### src/rtl/etc_lane_tracker.sv
// ---------------------------------------------------------------------------
// etc_lane_tracker
//
// Non-stop ETC lane core. Keeps a small in-order queue of the vehicles that
// are between the entry loop (sensor1) and the exit loop (sensor3). Each
// vehicle is timestamped at entry; when it crosses the speed loop (sensor2)
// the elapsed milliseconds are divided into DIST_CM*36 to give km/h. The
// barrier follows the vehicle at the head of the queue: open only once that
// vehicle has been measured, carries a valid Epass and is not speeding.
//
// Ports
//   clk          clock
//   reset_n      asynchronous active-low reset
//   sensor1      entry loop, active high
//   sensor2      speed loop, active high
//   sensor3      exit loop, active high
//   valid_Epass  tag status: 01 valid, anything else not valid
//   enable       maintenance override, forces the barrier open
//   speed        last measured speed in km/h (saturating)
//   speed_valid  one-cycle pulse when speed/overspeed update
//   overspeed    speed > SPEED_LIMIT, qualified by speed_valid
//   done         one-cycle pulse after a vehicle retires at sensor3
//   barrier      1 = open
//   occupancy    vehicles currently tracked
//   error        sticky protocol error
// ---------------------------------------------------------------------------
module etc_lane_tracker #(
  parameter int WIDTH_TIK   = 16,
  parameter int WIDTH_MS    = 14,
  parameter int WIDTH_SPEED = 14,
  parameter int SYS_FREQ    = 10000000,
  parameter int DEPTH       = 4,
  parameter int DIST_CM     = 500,
  parameter int SPEED_LIMIT = 80
) (
  input  logic                         clk,
  input  logic                         reset_n,
  input  logic                         sensor1,
  input  logic                         sensor2,
  input  logic                         sensor3,
  input  logic [1:0]                   valid_Epass,
  input  logic                         enable,
  output logic [WIDTH_SPEED-1:0]       speed,
  output logic                         speed_valid,
  output logic                         overspeed,
  output logic                         done,
  output logic                         barrier,
  output logic [$clog2(DEPTH+1)-1:0]   occupancy,
  output logic                         error
);

  localparam int PW = $clog2(DEPTH);
  localparam int OW = $clog2(DEPTH+1);
  localparam logic [WIDTH_TIK-1:0] TIK_MAX = WIDTH_TIK'(SYS_FREQ/1000 - 1);
  // cm -> km/h scaling: (cm / ms) * 36 = km/h
  localparam logic [31:0] K_DIST = 32'(DIST_CM * 36);

  typedef enum logic [1:0] {
    DIV_IDLE,  // waiting for a sensor2 crossing
    DIV_RUN,   // 32 restoring iterations
    DIV_SAT,   // clamp quotient to the speed width
    DIV_PUB    // publish result and mark the entry measured
  } div_state_t;

  // Edge detection
  logic s1_q, s2_q, s3_q;
  logic s1_rise, s2_rise, s3_rise;

  // Millisecond timebase
  logic [WIDTH_TIK-1:0] tik;
  logic [WIDTH_MS-1:0]  ms_now;

  // Vehicle queue
  logic [WIDTH_MS-1:0] ts_mem [DEPTH];
  logic [DEPTH-1:0]    epass_ok;
  logic [DEPTH-1:0]    ovs;
  logic [DEPTH-1:0]    measured;
  logic [PW-1:0]       head, tail, s2p;
  logic [OW-1:0]       occ, s2_pend;

  // Divider
  div_state_t           div_state;
  logic [4:0]           div_cnt;
  logic [PW-1:0]        div_idx;
  logic [WIDTH_MS-1:0]  divisor;
  logic [31:0]          rem, quo;
  logic [31:0]          rem_nxt, quo_nxt;
  logic [32:0]          rem_sh, diff;
  logic [WIDTH_SPEED-1:0] res_speed;
  logic                 res_ovs;
  logic [WIDTH_SPEED-1:0] sat_speed;

  logic                 barrier_q;

  // Per-cycle decisions, all taken from start-of-cycle state
  logic full, pop, push, s2_start, err_now;
  logic [WIDTH_MS-1:0] delta;

  assign s1_rise = sensor1 & ~s1_q;
  assign s2_rise = sensor2 & ~s2_q;
  assign s3_rise = sensor3 & ~s3_q;

  assign full     = (occ == OW'(DEPTH));
  assign pop      = s3_rise & (occ != '0) & measured[head];
  // A full queue can still accept an entry when the head leaves in the same cycle.
  assign push     = s1_rise & (~full | pop);
  assign s2_start = s2_rise & (s2_pend != '0) & (div_state == DIV_IDLE);
  assign err_now  = (s1_rise & full & ~pop)
                  | (s2_rise & ~s2_start)
                  | (s3_rise & ~pop);

  // Modular subtraction handles ms_now wrapping between the two loops.
  assign delta = ms_now - ts_mem[s2p];

  // One restoring-division step: shift the next dividend bit in, subtract if it fits.
  // NOTE: every always_comb output gets a default first so no latch is inferred.
  always_comb begin
    rem_sh  = {rem, quo[31]};
    diff    = rem_sh - 33'(divisor);
    rem_nxt = rem_sh[31:0];
    quo_nxt = {quo[30:0], 1'b0};
    if (!diff[32]) begin
      rem_nxt = diff[31:0];
      quo_nxt = {quo[30:0], 1'b1};
    end
  end

  // Zero elapsed time divides to all ones; clamp that and any too-large quotient.
  assign sat_speed = ((divisor == '0) || (quo[31:WIDTH_SPEED] != '0))
                   ? '1 : quo[WIDTH_SPEED-1:0];

  // Entry timestamps carry no meaning until written by a push, so they
  // are left out of reset.
  // NOTE: queue storage is not reset; only the valid/status flags are.
  always_ff @(posedge clk) begin
    if (push) ts_mem[tail] <= ms_now;
  end

  // NOTE: sequential state uses non-blocking assignments only.
  always_ff @(posedge clk or negedge reset_n) begin
    if (!reset_n) begin
      s1_q        <= 1'b0;
      s2_q        <= 1'b0;
      s3_q        <= 1'b0;
      tik         <= '0;
      ms_now      <= '0;
      epass_ok    <= '0;
      ovs         <= '0;
      measured    <= '0;
      head        <= '0;
      tail        <= '0;
      s2p         <= '0;
      occ         <= '0;
      s2_pend     <= '0;
      div_state   <= DIV_IDLE;
      div_cnt     <= '0;
      div_idx     <= '0;
      divisor     <= '0;
      rem         <= '0;
      quo         <= '0;
      res_speed   <= '0;
      res_ovs     <= 1'b0;
      speed       <= '0;
      speed_valid <= 1'b0;
      overspeed   <= 1'b0;
      done        <= 1'b0;
      barrier_q   <= 1'b0;
      error       <= 1'b0;
    end else begin
      s1_q <= sensor1;
      s2_q <= sensor2;
      s3_q <= sensor3;

      if (tik == TIK_MAX) begin
        tik    <= '0;
        ms_now <= ms_now + WIDTH_MS'(1);
      end else begin
        tik <= tik + WIDTH_TIK'(1);
      end

      speed_valid <= 1'b0;
      done        <= pop;
      error       <= error | err_now;

      // Divider and its write-back into the queue entry it is measuring.
      case (div_state)
        DIV_IDLE: begin
          if (s2_start) begin
            div_state <= DIV_RUN;
            div_cnt   <= '0;
            div_idx   <= s2p;
            divisor   <= delta;
            rem       <= '0;
            quo       <= K_DIST;
          end
        end
        DIV_RUN: begin
          rem     <= rem_nxt;
          quo     <= quo_nxt;
          div_cnt <= div_cnt + 5'd1;
          if (div_cnt == 5'd31) div_state <= DIV_SAT;
        end
        DIV_SAT: begin
          res_speed <= sat_speed;
          res_ovs   <= (sat_speed > WIDTH_SPEED'(SPEED_LIMIT));
          div_state <= DIV_PUB;
        end
        DIV_PUB: begin
          speed             <= res_speed;
          overspeed         <= res_ovs;
          speed_valid       <= 1'b1;
          ovs[div_idx]      <= res_ovs;
          measured[div_idx] <= 1'b1;
          div_state         <= DIV_IDLE;
        end
        default: div_state <= DIV_IDLE;
      endcase

      // The entry under division is never the free slot a push writes,
      // so these writes cannot collide with the write-back above.
      if (push) begin
        epass_ok[tail] <= (valid_Epass == 2'b01);
        ovs[tail]      <= 1'b0;
        measured[tail] <= 1'b0;
        tail           <= tail + PW'(1);
      end
      if (pop)      head <= head + PW'(1);
      if (s2_start) s2p  <= s2p + PW'(1);

      case ({push, pop})
        2'b10:   occ <= occ + OW'(1);
        2'b01:   occ <= occ - OW'(1);
        default: occ <= occ;
      endcase

      case ({push, s2_start})
        2'b10:   s2_pend <= s2_pend + OW'(1);
        2'b01:   s2_pend <= s2_pend - OW'(1);
        default: s2_pend <= s2_pend;
      endcase

      // Looks at the head as it stood at the start of this cycle, so a new
      // head (or a freshly measured one) shows up one cycle later.
      barrier_q <= (occ != '0) & measured[head] & epass_ok[head] & ~ovs[head];
    end
  end

  assign barrier   = enable | barrier_q;
  assign occupancy = occ;

endmodule

### config.mk
export PLATFORM = sky130hd
export DESIGN_NAME = etc_lane_tracker
export DESIGN_NICKNAME = d
export VERILOG_FILES = /design/src/rtl/etc_lane_tracker.sv
export SDC_FILE = /design/constraint.sdc
export NUM_CORES = 1
export LEC_CHECK = 0
export CORE_MARGIN = 2
export CORE_UTILIZATION = 55
export CTS_CLUSTER_DIAMETER = 40
export DETAILED_ROUTE_END_ITERATION = 16
export DONT_BUFFER_PORTS = 1
export HOLD_SLACK_MARGIN = 0.08
export PLACE_DENSITY = 0.74
export SLEW_MARGIN = 20
export SYNTH_ARGS = -nofsm -noshare
export SYNTH_HDL_FRONTEND = slang
export SYNTH_SLANG_ARGS = --single-unit
### constraint.sdc
create_clock -name clk -period 3.33 [get_ports clk]
set_clock_uncertainty 0.1 [all_clocks]
set_input_delay 0.333 -clock clk [delete_from_list [all_inputs] [get_ports clk]]
set_output_delay 0.333 -clock clk [all_outputs]
set_load 0.005 [all_outputs]
# Word level (Yosys, flattened, before mapping)
# Memory sizes are Yosys's and may differ from the RTL's.
# Cells that the tools add are included.
totals:
  romBits: 0
  mem_bits_rw: 56
  out_inout_bits: 22
  latch_bits: 0
  mem_count: 1
  register_bits: 178
  input_bits: 8
memory_table:
  columns: ["memory", "words", "word_bits", "read_ports", "rd_ports_with_merged_regs", "wr", "line_no", "source"]
  rows:
  - ["ts_mem", 4, 14, 1, 0, 1, "74", "logic [WIDTH_MS-1:0] ts_mem [DEPTH];"]
op_classes:
  n_mux: 34
  div: 0
  reduce_logical: 14
  bitwise_logic: 31
  order_cmp: 6
  add_sub_neg: 12
  n_eq_ne: 13
  shift: 0
  multipliers: 0
ops:
  columns: ["operator", "n"]
  rows:
  - ["$pmux W32 S2", 2]
  - ["$mux W32", 3]
  - ["$sub A33 B14 Y33", 1]
  - ["$reduce_bool A18 Y1", 1]
  - ["$add A16 B1 Y16 const B", 1]
  - ["$eq A16 B14 Y1 const B", 1]
  - ["$mux W16", 1]
  - ["$mux W4", 4]
  - ["$and A1 B1 Y1", 15]
  - ["$add A14 B1 Y14 const B", 1]
  - ["$gt A14 B7 Y1 const B", 1]
  - ["$logic_not A14 Y1", 1]
  - ["$mux W14", 1]
  - ["$sub A14 B14 Y14", 1]
  - ["$pmux W3 S2", 2]
  - ["$pmux W5 S2", 1]
  - ["$lt A2 B3 Y1 const B", 3]
  - ["$mux W1", 9]
  - ["$and A4 B4 Y4", 2]
  - ["$bwmux W4", 2]
  - ["$eq A2 B1 Y1 const B", 4]
  - ["$eq A2 B2 Y1 const B", 4]
  - ["$pmux W2 S4", 1]
  - ["$not A1 Y1", 7]
  - ["21 further kinds", 41]

# Longest topological paths before layout
# Gate-level depths: netlist of the first run.
depth:
  depth_word: 9
  mapped_depth: 13
  mapped_depth_nobuf: 12

# Worst setup path after synthesis of the first run
# OpenSTA, ideal clock, no wires.
synth_timing:
  path_type: "register to register"
  from: "reg s2p[0]"
  to: "reg divisor[10]"
  setup_ns: 0.069
  path_buffers: 2
  slack_ns: -0.289
  stages_incl_launch_ff: 13
  arrival_ns: 3.451
  t_required_ns: 3.161
  synth_period_minus_slack_ns: 3.619
  cell_sequence: "dfrtp_1 -> clkbuf_1 -> buf_1 -> mux4_2 -> inv_1 -> ha_1 -> nor2b_1 -> o21ai_0 -> a21oi_1 -> o221ai_1 -> a21oi_1 -> or4_1 -> nand3_1"
synth_between:
  elab_chain_len: 2
synth_lines:
  columns: ["element", "line_no", "source"]
  rows:
  - ["from (decl)", "78", "logic [PW-1:0] head, tail, s2p;"]
  - ["from (signal assigned)", "228", "if (s2_start) s2p <= s2p + PW'(1);"]
  - ["$mem_v2 Z4 W14", null, null]
  - ["$sub A14 B14 Y14", "113", "assign delta = ms_now - ts_mem[s2p];"]
  - ["to (signal assigned)", "192", "divisor <= delta;"]
  - ["to (decl)", "85", "logic [WIDTH_MS-1:0] divisor;"]
# No other way between the ends.
# A chain may end at the register's enable or synchronous reset.

# Worst setup path after layout of the first run
layout_timing:
  from: "reg rem[16]"
  to: "reg rem[27]"
layout_between:
  elab_chain_len: 3
layout_lines:
  columns: ["element", "line_no", "source"]
  rows:
  - ["from (decl)", "86", "logic [31:0] rem, quo;"]
  - ["from (signal assigned)", "198", "rem <= rem_nxt;"]
  - ["$sub A33 B14 Y33", "119", "diff = rem_sh - 33'(divisor);"]
  - ["$mux W32", "122", "if (!diff[32]) begin"]
  - ["$pmux W32 S2", "186", "case (div_state)"]
# No other way between the ends.

==> flow_results.xml, run 1 <==
<?xml version="1.0" encoding="UTF-8"?>
<metrics>
  <group name="synthesis">
    <metric name="number_of_instances_in_the_synthesized_netlist" unit="">981</metric>
    <metric name="netlist_cell_types" unit="">72</metric>
    <metric name="synth.cell_area" unit="sq mm">0.0113</metric>
    <metric name="syn-mean-instance-area" unit="sq um">11.5</metric>
    <metric name="synthArstFlopShare" unit="%">76.1</metric>
    <metric name="synth.ff_latch_count" unit="">234</metric>
    <metric name="synth_enable_flop_cells" unit="">56</metric>
    <metric name="yosys_warnings" unit="">0</metric>
    <metric name="synth.net_count" unit="">1035</metric>
    <metric name="most_frequently_used_flop_master_after_synthesis" unit="">sky130_fd_sc_hd__dfrtp_1</metric>
    <metric name="sequential_to_total_area_share_from_yosys_stat" unit="%">54.4</metric>
  </group>
  <group name="cells_and_area">
    <metric name="final_area" unit="sq mm">0.0129</metric>
    <metric name="layout-area-overhead-vs-synth" unit="%">14.6</metric>
    <metric name="drive_gt1_share" unit="%">14.2</metric>
    <metric name="fin_util" unit="%">64.1</metric>
    <metric name="nets" unit="">1067</metric>
    <metric name="instances_no_fill" unit="">1307</metric>
    <metric name="antenna-diode-count" unit="">0</metric>
  </group>
  <group name="cts">
    <metric name="clock_buffers_created_by_tritoncts" unit="">30</metric>
    <metric name="cts_htree_levels" unit="">1</metric>
    <metric name="ctsLongestPathBuffers" unit="">3</metric>
    <metric name="cts.clk_slew.worst_paths" unit="ns">0.06</metric>
    <metric name="cts_hold_buffers" unit="">4</metric>
    <metric name="clk_latency" unit="ns">0.55</metric>
    <metric name="cts_tree" unit="">built</metric>
    <metric name="clkSinkCount" unit="">234</metric>
    <metric name="root_buffer" unit="">sky130_fd_sc_hd__clkbuf_16</metric>
  </group>
  <group name="worst_setup_path">
    <metric name="timing_worst_setup_path_type" unit="">reg -&gt; reg</metric>
    <metric name="cp_top_family" unit="">simple AND/OR/NAND/NOR gates</metric>
    <metric name="critical-path-max-stage-delay" unit="ns">0.56</metric>
    <metric name="cp_max_fo" unit="">8</metric>
    <metric name="arrival" unit="ns">3.54</metric>
    <metric name="worst-endpoint-required" unit="ns">3.65</metric>
    <metric name="cpMaxStageDelayCell" unit="">sky130_fd_sc_hd__or4_4</metric>
    <metric name="timing.critical_path.cells" unit="">or4_4 -&gt; or4_1 -&gt; nor4_4 -&gt; buf_4 -&gt; and4_4 -&gt; a2111oi_2 -&gt; and2_2 -&gt; a311o_1</metric>
    <metric name="kind_of_end_point_of_the_critical_path" unit="">flop</metric>
    <metric name="startpoint_type" unit="">flop</metric>
    <metric name="worstPathBufferInverterCount" unit="">1</metric>
  </group>
  <group name="floorplanning">
    <metric name="die_width" unit="um">147</metric>
    <metric name="placeableCoreArea" unit="sq mm">0.0202</metric>
    <metric name="ios" unit="">30</metric>
    <metric name="fp.dieArea" unit="sq mm">0.0217</metric>
    <metric name="start_util" unit="%">56.0</metric>
    <metric name="die_h" unit="um">147</metric>
    <metric name="num_rows" unit="">52</metric>
  </group>
  <group name="grt">
    <metric name="grt_first_pass_wirelength" unit="um">39300</metric>
    <metric name="grt_antenna_before_repair" unit="">0</metric>
    <metric name="first_global_vias" unit="">7834</metric>
    <metric name="maximum_number_of_pins_on_one_net_before_global_route_repair" unit="">179</metric>
    <metric name="global_route.usage.total" unit="%">22.1</metric>
    <metric name="grt_remaining_overflow" unit="">0</metric>
  </group>
  <group name="drt">
    <metric name="final_antenna_net_count" unit="">0</metric>
    <metric name="drt-vias-per-instance" unit="">5.97</metric>
    <metric name="first_pass_iters" unit="">5</metric>
    <metric name="wl_per_cell" unit="um">18.2</metric>
    <metric name="drt_drc" unit="">0</metric>
    <metric name="wirelength" unit="um">23700</metric>
    <metric name="detailroute.via_count" unit="">7808</metric>
    <metric name="initial_drc_count" unit="">489</metric>
  </group>
  <group name="min_path">
    <metric name="worst_hold_path_type" unit="">in -&gt; async</metric>
  </group>
  <group name="outcome">
    <metric name="failed_checks" unit="">hold timing</metric>
    <metric name="outcome" unit="">finished, violations left</metric>
  </group>
  <group name="sta">
    <metric name="rsz0062_at_grt" unit="">false</metric>
    <metric name="finalMaxSlewViolations" unit="">0</metric>
    <metric name="worst_pin_slew" unit="ns">0.810</metric>
    <metric name="final_hold_viol_count" unit="">178</metric>
    <metric name="post-route-period-util" unit="%">96.6</metric>
    <metric name="setup_total_negative_slack" unit="ns">0</metric>
    <metric name="slew_headroom" unit="%">45.8</metric>
    <metric name="final_hold_slack" unit="ns">-0.618</metric>
    <metric name="timing_limited_maximum_frequency" unit="GHz">0.311</metric>
    <metric name="finalSetupViolations" unit="">0</metric>
    <metric name="min_period" unit="ns">3.22</metric>
    <metric name="fin_ws" unit="ns">0.113</metric>
  </group>
  <group name="power_and_ir_drop">
    <metric name="design_power_total" unit="mW">13.0</metric>
    <metric name="power_per_cell_area" unit="mW/mm^2">1010</metric>
    <metric name="p_leak" unit="nW">5.47</metric>
    <metric name="vdd_drop_max" unit="uV">565</metric>
  </group>
  <group name="placed_design">
    <metric name="gp_congestion" unit="">0.926</metric>
    <metric name="place_inst" unit="">1245</metric>
    <metric name="hpwl_after_dpl" unit="um">15000</metric>
    <metric name="placement.io_buffers" unit="">0</metric>
    <metric name="dpl-instance-area" unit="sq mm">0.0118</metric>
    <metric name="dp_worst_setup_slack" unit="ns">-0.0589</metric>
  </group>
  <group name="flow_run">
    <metric name="max_cap_violations" unit="">0</metric>
  </group>
</metrics>
## logic make-up (layout without fill, tap and decap cells)
kind of cell	after synthesis	in the layout	synth area share (%)
compound gates	213	214	13.4
xor+xnor	59	59	4.58
fa+ha+maj	46	46	5.36
buf+inv	93	148	3.14
flops	234	234	54.4
mux	48	48	6.15
simple gates	288	288	13.0
## final cells by class
| cell class | count | area, sq um |
|---|---|---|
| repair buffers | 38 | 345 |
| well taps | 270 | 338 |
| inverters | 54 | 203 |
| clock inverters | 23 | 280 |
| clock buffers | 33 | 782 |
| fillers | 1487 | 7240 |
| flip-flops and latches | 234 | 6140 |
| multi-input cells | 655 | 4850 |
## power by group
part | switching [mW] | leakage, nW | internal [mW]
Sequential | 0.690 | 2.73 | 3.70
Combinational | 2.95 | 2.23 | 2.32
Clock | 1.36 | 0.515 | 1.99
## Yosys cell counts (8+ instances only)
library cell               instances  area [sq um]
sky130_fd_sc_hd__nor3_1           18          90.1
sky130_fd_sc_hd__edfxtp_1         56          1680
sky130_fd_sc_hd__xnor2_1          38           333
sky130_fd_sc_hd__inv_1            54           203
sky130_fd_sc_hd__mux4_2           15           338
sky130_fd_sc_hd__mux2i_1          12           120
sky130_fd_sc_hd__o21ai_0          59           295
sky130_fd_sc_hd__nand3_1          26           130
sky130_fd_sc_hd__and3_1           10          62.6
sky130_fd_sc_hd__nand2b_1          8          50.1
sky130_fd_sc_hd__nor2_1           62           233
sky130_fd_sc_hd__a211oi_1          9          67.6
sky130_fd_sc_hd__a21o_1            9          67.6
sky130_fd_sc_hd__a21oi_1          27           135
sky130_fd_sc_hd__nor2b_1           9          56.3
sky130_fd_sc_hd__or4_1             9          67.6
sky130_fd_sc_hd__clkbuf_1         28           105
sky130_fd_sc_hd__nand4_1           8          50.1
sky130_fd_sc_hd__nand2_1          79           297
sky130_fd_sc_hd__o211ai_1         11          82.6
sky130_fd_sc_hd__mux2_2           21           236
sky130_fd_sc_hd__dfrtp_1         178          4450
sky130_fd_sc_hd__ha_1             42           526
sky130_fd_sc_hd__o22a_1           18           158
sky130_fd_sc_hd__xor2_1           21           184
sky130_fd_sc_hd__nor4_1           18           113
sky130_fd_sc_hd__a22o_1           31           272
## routing by layer
layer  global-route usage, %  wire length [um]
met5                       0                 0
met2                    36.2             11600
met1                    30.8             10600
met3                    3.54               982
met4                    6.25               557
## repair_timing
item                       in CTS  in global routing
setup endpoints to repair       5                 11
buffers inserted                0                  1
pin swaps                       1                  1
resized for setup               0                  5
hold endpoints to repair      188                178
cloned                          0                  1
## sequential cells by signal, summed over array words and instances (netlist names), 2 cells and up
| signal | count |
|---|---|
| div_idx | 2 |
| quo | 32 |
| div_cnt | 5 |
| epass_ok | 4 |
| ts_mem | 56 |
| tik | 16 |
| divisor | 14 |
| occupancy | 3 |
| speed | 14 |
| tail | 2 |
| div_state | 2 |
| ovs | 4 |
| s2_pend | 3 |
| res_speed | 14 |
| rem | 32 |
| ms_now | 14 |
| s2p | 2 |
| head | 2 |
| measured | 4 |
## worst register-to-register path, stage by stage, from the launching register on
cell	delay, ns
sky130_fd_sc_hd__dfrtp_1	0.43
sky130_fd_sc_hd__or4_4	0.56
sky130_fd_sc_hd__or4_1	0.55
sky130_fd_sc_hd__nor4_4	0.27
sky130_fd_sc_hd__buf_4	0.19
sky130_fd_sc_hd__and4_4	0.33
sky130_fd_sc_hd__a2111oi_2	0.09
sky130_fd_sc_hd__and2_2	0.26
sky130_fd_sc_hd__a311o_1	0.32
## path summary, 6_finish.rpt
check	start	endpoint	slack, ns	cells after the start
min reg2reg	tik[15]	tik[15]	0.38	1
max reg2reg	rem[16]	rem[27]	0.11	8
max in group asynchronous	reset_n	s2p[0]	3.30	0
min	reset_n	rem[4]	-0.62	0
max	rem[16]	rem[27]	0.11	8
min in group clk	valid_Epass[0]	epass_ok[0]	0.15	2
## placed cells by master, fill, tap and decap left out, types with 8 or more instances in the layout
master                        n
sky130_fd_sc_hd__nand3_1     26
sky130_fd_sc_hd__or4_1        9
sky130_fd_sc_hd__buf_4       30
sky130_fd_sc_hd__nor2_1      62
sky130_fd_sc_hd__mux2_2      21
sky130_fd_sc_hd__dfrtp_1    177
sky130_fd_sc_hd__xnor2_1     38
sky130_fd_sc_hd__a21o_1       9
sky130_fd_sc_hd__a21oi_1     27
sky130_fd_sc_hd__inv_1       54
sky130_fd_sc_hd__and3_1      10
sky130_fd_sc_hd__nand2b_1     8
sky130_fd_sc_hd__nand4_1      8
sky130_fd_sc_hd__nor4_1      17
sky130_fd_sc_hd__nor2b_1      9
sky130_fd_sc_hd__ha_1        42
sky130_fd_sc_hd__nand2_1     79
sky130_fd_sc_hd__mux2i_1     12
sky130_fd_sc_hd__o21ai_0     59
sky130_fd_sc_hd__edfxtp_1    56
sky130_fd_sc_hd__nor3_1      18
sky130_fd_sc_hd__o22a_1      18
sky130_fd_sc_hd__a22o_1      31
sky130_fd_sc_hd__clkbuf_16   30
sky130_fd_sc_hd__a211oi_1     9
sky130_fd_sc_hd__xor2_1      21
sky130_fd_sc_hd__o211ai_1    11
sky130_fd_sc_hd__inv_6       10
sky130_fd_sc_hd__mux4_2      15
(Power assumes the default switching activity.)
==> run 2: changes to the inputs <==
--- a/config.mk
+++ b/config.mk
@@ -11,8 +11,9 @@
 export DETAILED_ROUTE_END_ITERATION = 16
 export DONT_BUFFER_PORTS = 1
 export HOLD_SLACK_MARGIN = 0.08
-export PLACE_DENSITY = 0.74
+export PLACE_DENSITY = 0.73
 export SLEW_MARGIN = 20
 export SYNTH_ARGS = -nofsm -noshare
 export SYNTH_HDL_FRONTEND = slang
 export SYNTH_SLANG_ARGS = --single-unit
+export TNS_END_PERCENT = 20
==> flow_results.xml, run 2 (same netlist as run 1, synthesis figures left out) <==
<?xml version="1.0" encoding="UTF-8"?>
<metrics>
  <group name="cells_and_area">
    <metric name="fillCellCount" unit="">1519</metric>
    <metric name="largest_register_ffs" unit="">56</metric>
    <metric name="layout_common_cells" unit="">178 x sky130_fd_sc_hd__dfrtp_1, 79 x sky130_fd_sc_hd__nand2_1, 62 x sky130_fd_sc_hd__nor2_1, 59 x sky130_fd_sc_hd__o21ai_0, 56 x sky130_fd_sc_hd__edfxtp_1</metric>
    <metric name="fin_util" unit="%">64.5</metric>
    <metric name="multi_input_comb_area" unit="sq mm">0.00483</metric>
    <metric name="most_common_cell_after_layout_fill_and_taps_aside" unit="">sky130_fd_sc_hd__dfrtp_1</metric>
    <metric name="nets" unit="">1070</metric>
    <metric name="regArea" unit="sq mm">0.00614</metric>
    <metric name="instances_no_fill" unit="">1310</metric>
    <metric name="max_flop_register" unit="">ts_mem</metric>
    <metric name="drive_gt1_share" unit="%">14.4</metric>
    <metric name="antenna-diode-count" unit="">0</metric>
    <metric name="largestRegisters" unit="">ts_mem x56, quo x32, rem x32</metric>
    <metric name="layout-area-overhead-vs-synth" unit="%">15.3</metric>
    <metric name="final_area" unit="sq mm">0.0130</metric>
  </group>
  <group name="grt">
    <metric name="grt_remaining_overflow" unit="">0</metric>
    <metric name="first_global_vias" unit="">7682</metric>
    <metric name="maximum_number_of_pins_on_one_net_before_global_route_repair" unit="">179</metric>
    <metric name="global_route.usage.total" unit="%">21.5</metric>
    <metric name="grt_first_pass_wirelength" unit="um">38100</metric>
    <metric name="grt_antenna_before_repair" unit="">0</metric>
  </group>
  <group name="floorplanning">
    <metric name="num_rows" unit="">52</metric>
    <metric name="die_h" unit="um">147</metric>
    <metric name="start_util" unit="%">56.0</metric>
    <metric name="fp.dieArea" unit="sq mm">0.0217</metric>
    <metric name="die_width" unit="um">147</metric>
    <metric name="placeableCoreArea" unit="sq mm">0.0202</metric>
    <metric name="ios" unit="">30</metric>
  </group>
  <group name="power_and_ir_drop">
    <metric name="design_power_total" unit="mW">13.1</metric>
    <metric name="p_leak" unit="nW">5.51</metric>
    <metric name="vdd_drop_max" unit="uV">522</metric>
    <metric name="power_per_cell_area" unit="mW/mm^2">1010</metric>
  </group>
  <group name="placed_design">
    <metric name="place_inst" unit="">1247</metric>
    <metric name="placement.io_buffers" unit="">0</metric>
    <metric name="dpl-instance-area" unit="sq mm">0.0118</metric>
    <metric name="gp_congestion" unit="">0.927</metric>
    <metric name="hpwl_after_dpl" unit="um">14900</metric>
    <metric name="dp_worst_setup_slack" unit="ns">0.161</metric>
  </group>
  <group name="cts">
    <metric name="postCtsSetupRepairBufs" unit="">0</metric>
    <metric name="cts.clk_slew.worst_paths" unit="ns">0.06</metric>
    <metric name="clock_buffers_created_by_tritoncts" unit="">34</metric>
    <metric name="cts_htree_levels" unit="">2</metric>
    <metric name="root_buffer" unit="">sky130_fd_sc_hd__clkbuf_16</metric>
    <metric name="clk_latency" unit="ns">0.51</metric>
    <metric name="clkSinkCount" unit="">234</metric>
    <metric name="cts_tree" unit="">built</metric>
    <metric name="cts_hold_buffers" unit="">3</metric>
    <metric name="ctsLongestPathBuffers" unit="">3</metric>
  </group>
  <group name="drt">
    <metric name="first_pass_iters" unit="">5</metric>
    <metric name="wl_per_cell" unit="um">17.5</metric>
    <metric name="initial_drc_count" unit="">487</metric>
    <metric name="final_antenna_net_count" unit="">0</metric>
    <metric name="wirelength" unit="um">22900</metric>
    <metric name="drt_drc" unit="">0</metric>
    <metric name="detailroute.via_count" unit="">7692</metric>
    <metric name="drt-vias-per-instance" unit="">5.87</metric>
  </group>
  <group name="sta">
    <metric name="slew_headroom" unit="%">48.6</metric>
    <metric name="final_hold_viol_count" unit="">178</metric>
    <metric name="finalSetupViolations" unit="">0</metric>
    <metric name="timing_limited_maximum_frequency" unit="GHz">0.314</metric>
    <metric name="rsz0062_at_grt" unit="">false</metric>
    <metric name="worst_pin_slew" unit="ns">0.767</metric>
    <metric name="min_period" unit="ns">3.18</metric>
    <metric name="fin_ws" unit="ns">0.149</metric>
    <metric name="setup_total_negative_slack" unit="ns">0</metric>
    <metric name="final_hold_slack" unit="ns">-0.561</metric>
    <metric name="post-route-period-util" unit="%">95.5</metric>
    <metric name="finalMaxSlewViolations" unit="">0</metric>
  </group>
  <group name="worst_setup_path">
    <metric name="arrival" unit="ns">3.44</metric>
    <metric name="timing.reg2reg.worst_path_depth" unit="">12</metric>
    <metric name="worst-endpoint-required" unit="ns">3.59</metric>
    <metric name="cp_max_fo" unit="">7</metric>
    <metric name="timing.rr.start" unit="">quo[31]</metric>
    <metric name="startpoint_type" unit="">flop</metric>
    <metric name="crit-reg2reg-capture" unit="">rem[29]</metric>
    <metric name="kind_of_end_point_of_the_critical_path" unit="">flop</metric>
    <metric name="timing.reg2reg.setup_slack" unit="ns">0.15</metric>
    <metric name="timing_worst_setup_path_type" unit="">reg -&gt; reg</metric>
  </group>
  <group name="min_path">
    <metric name="worst_hold_path_type" unit="">in -&gt; async</metric>
  </group>
  <group name="flow_run">
    <metric name="max_cap_violations" unit="">0</metric>
  </group>
  <group name="outcome">
    <metric name="outcome" unit="">finished, violations left</metric>
    <metric name="failed_checks" unit="">hold timing</metric>
  </group>
</metrics>
==> run 2: cell count changes in the layout (fill, tap and decap cells not counted), sizes merged <==
cell / delta
clkinvlp: +1
buf: +1
clkbuf: +6
clkinv: +3
dlygate4sd3: -1
a2111oi: -1
inv: -6
==> run 2: worst max path at each step <==
| stage | start | end | slack, ns | depth (start not counted) |
|---|---|---|---|---|
| 2_1_floorplan | rem[15] | rem[25] | 0.09 | 8 |
| 3_3_place_gp | rem[15] | rem[29] | 0.24 | 8 |
| 3_5_place_dp | rem[15] | rem[29] | 0.16 | 8 |
| 4_1_cts | quo[31] | rem[29] | 0.13 | 12 |
| 5_1_grt | s2p[0] | divisor[9] | 0.02 | 11 |
| 6_report | quo[31] | rem[29] | 0.15 | 12 |
==> run 2: what timing repair did <==
action | 4_1_cts | 5_1_grt
endpoints found under the hold margin | 184 | 178
setup endpoints to repair | 0 | 5
resized for setup | 0 | 4
==> run 2: critical path, stage by stage, from the launching register on <==
cell and delay [ns]:
sky130_fd_sc_hd__dfrtp_1 0.40, sky130_fd_sc_hd__inv_1 0.11, sky130_fd_sc_hd__ha_1 0.18, sky130_fd_sc_hd__inv_1 0.06
sky130_fd_sc_hd__fa_1 0.42, sky130_fd_sc_hd__a211oi_1 0.25, sky130_fd_sc_hd__o21a_1 0.19, sky130_fd_sc_hd__a21bo_2 0.21
sky130_fd_sc_hd__and4_2 0.36, sky130_fd_sc_hd__a2111oi_4 0.09, sky130_fd_sc_hd__buf_4 0.19, sky130_fd_sc_hd__and2_2 0.21
sky130_fd_sc_hd__a311o_1 0.31
==> run 2: report_power, final <==
group	internal, mW	leakage, nW	switching [mW]
registers	3.70	2.73	0.683
logic	2.31	2.22	2.85
clock network	2.25	0.560	1.34
==> run 2: layout make-up <==
type | count | area share (%)
clock inverters | 21 | 1.77
clock buffers | 39 | 7.07
well taps | 270 | 2.60
inverters | 54 | 1.56
repair buffers | 38 | 2.76
multi-input cells | 654 | 37.1
flip-flops and latches | 234 | 47.1
==> run 2: metal layers <==
metal / routed length, um / track usage [%]
met5: 0 / 0
met2: 11200 / 35.2
met4: 380 / 5.96
met3: 945 / 3.48
met1: 10300 / 29.9
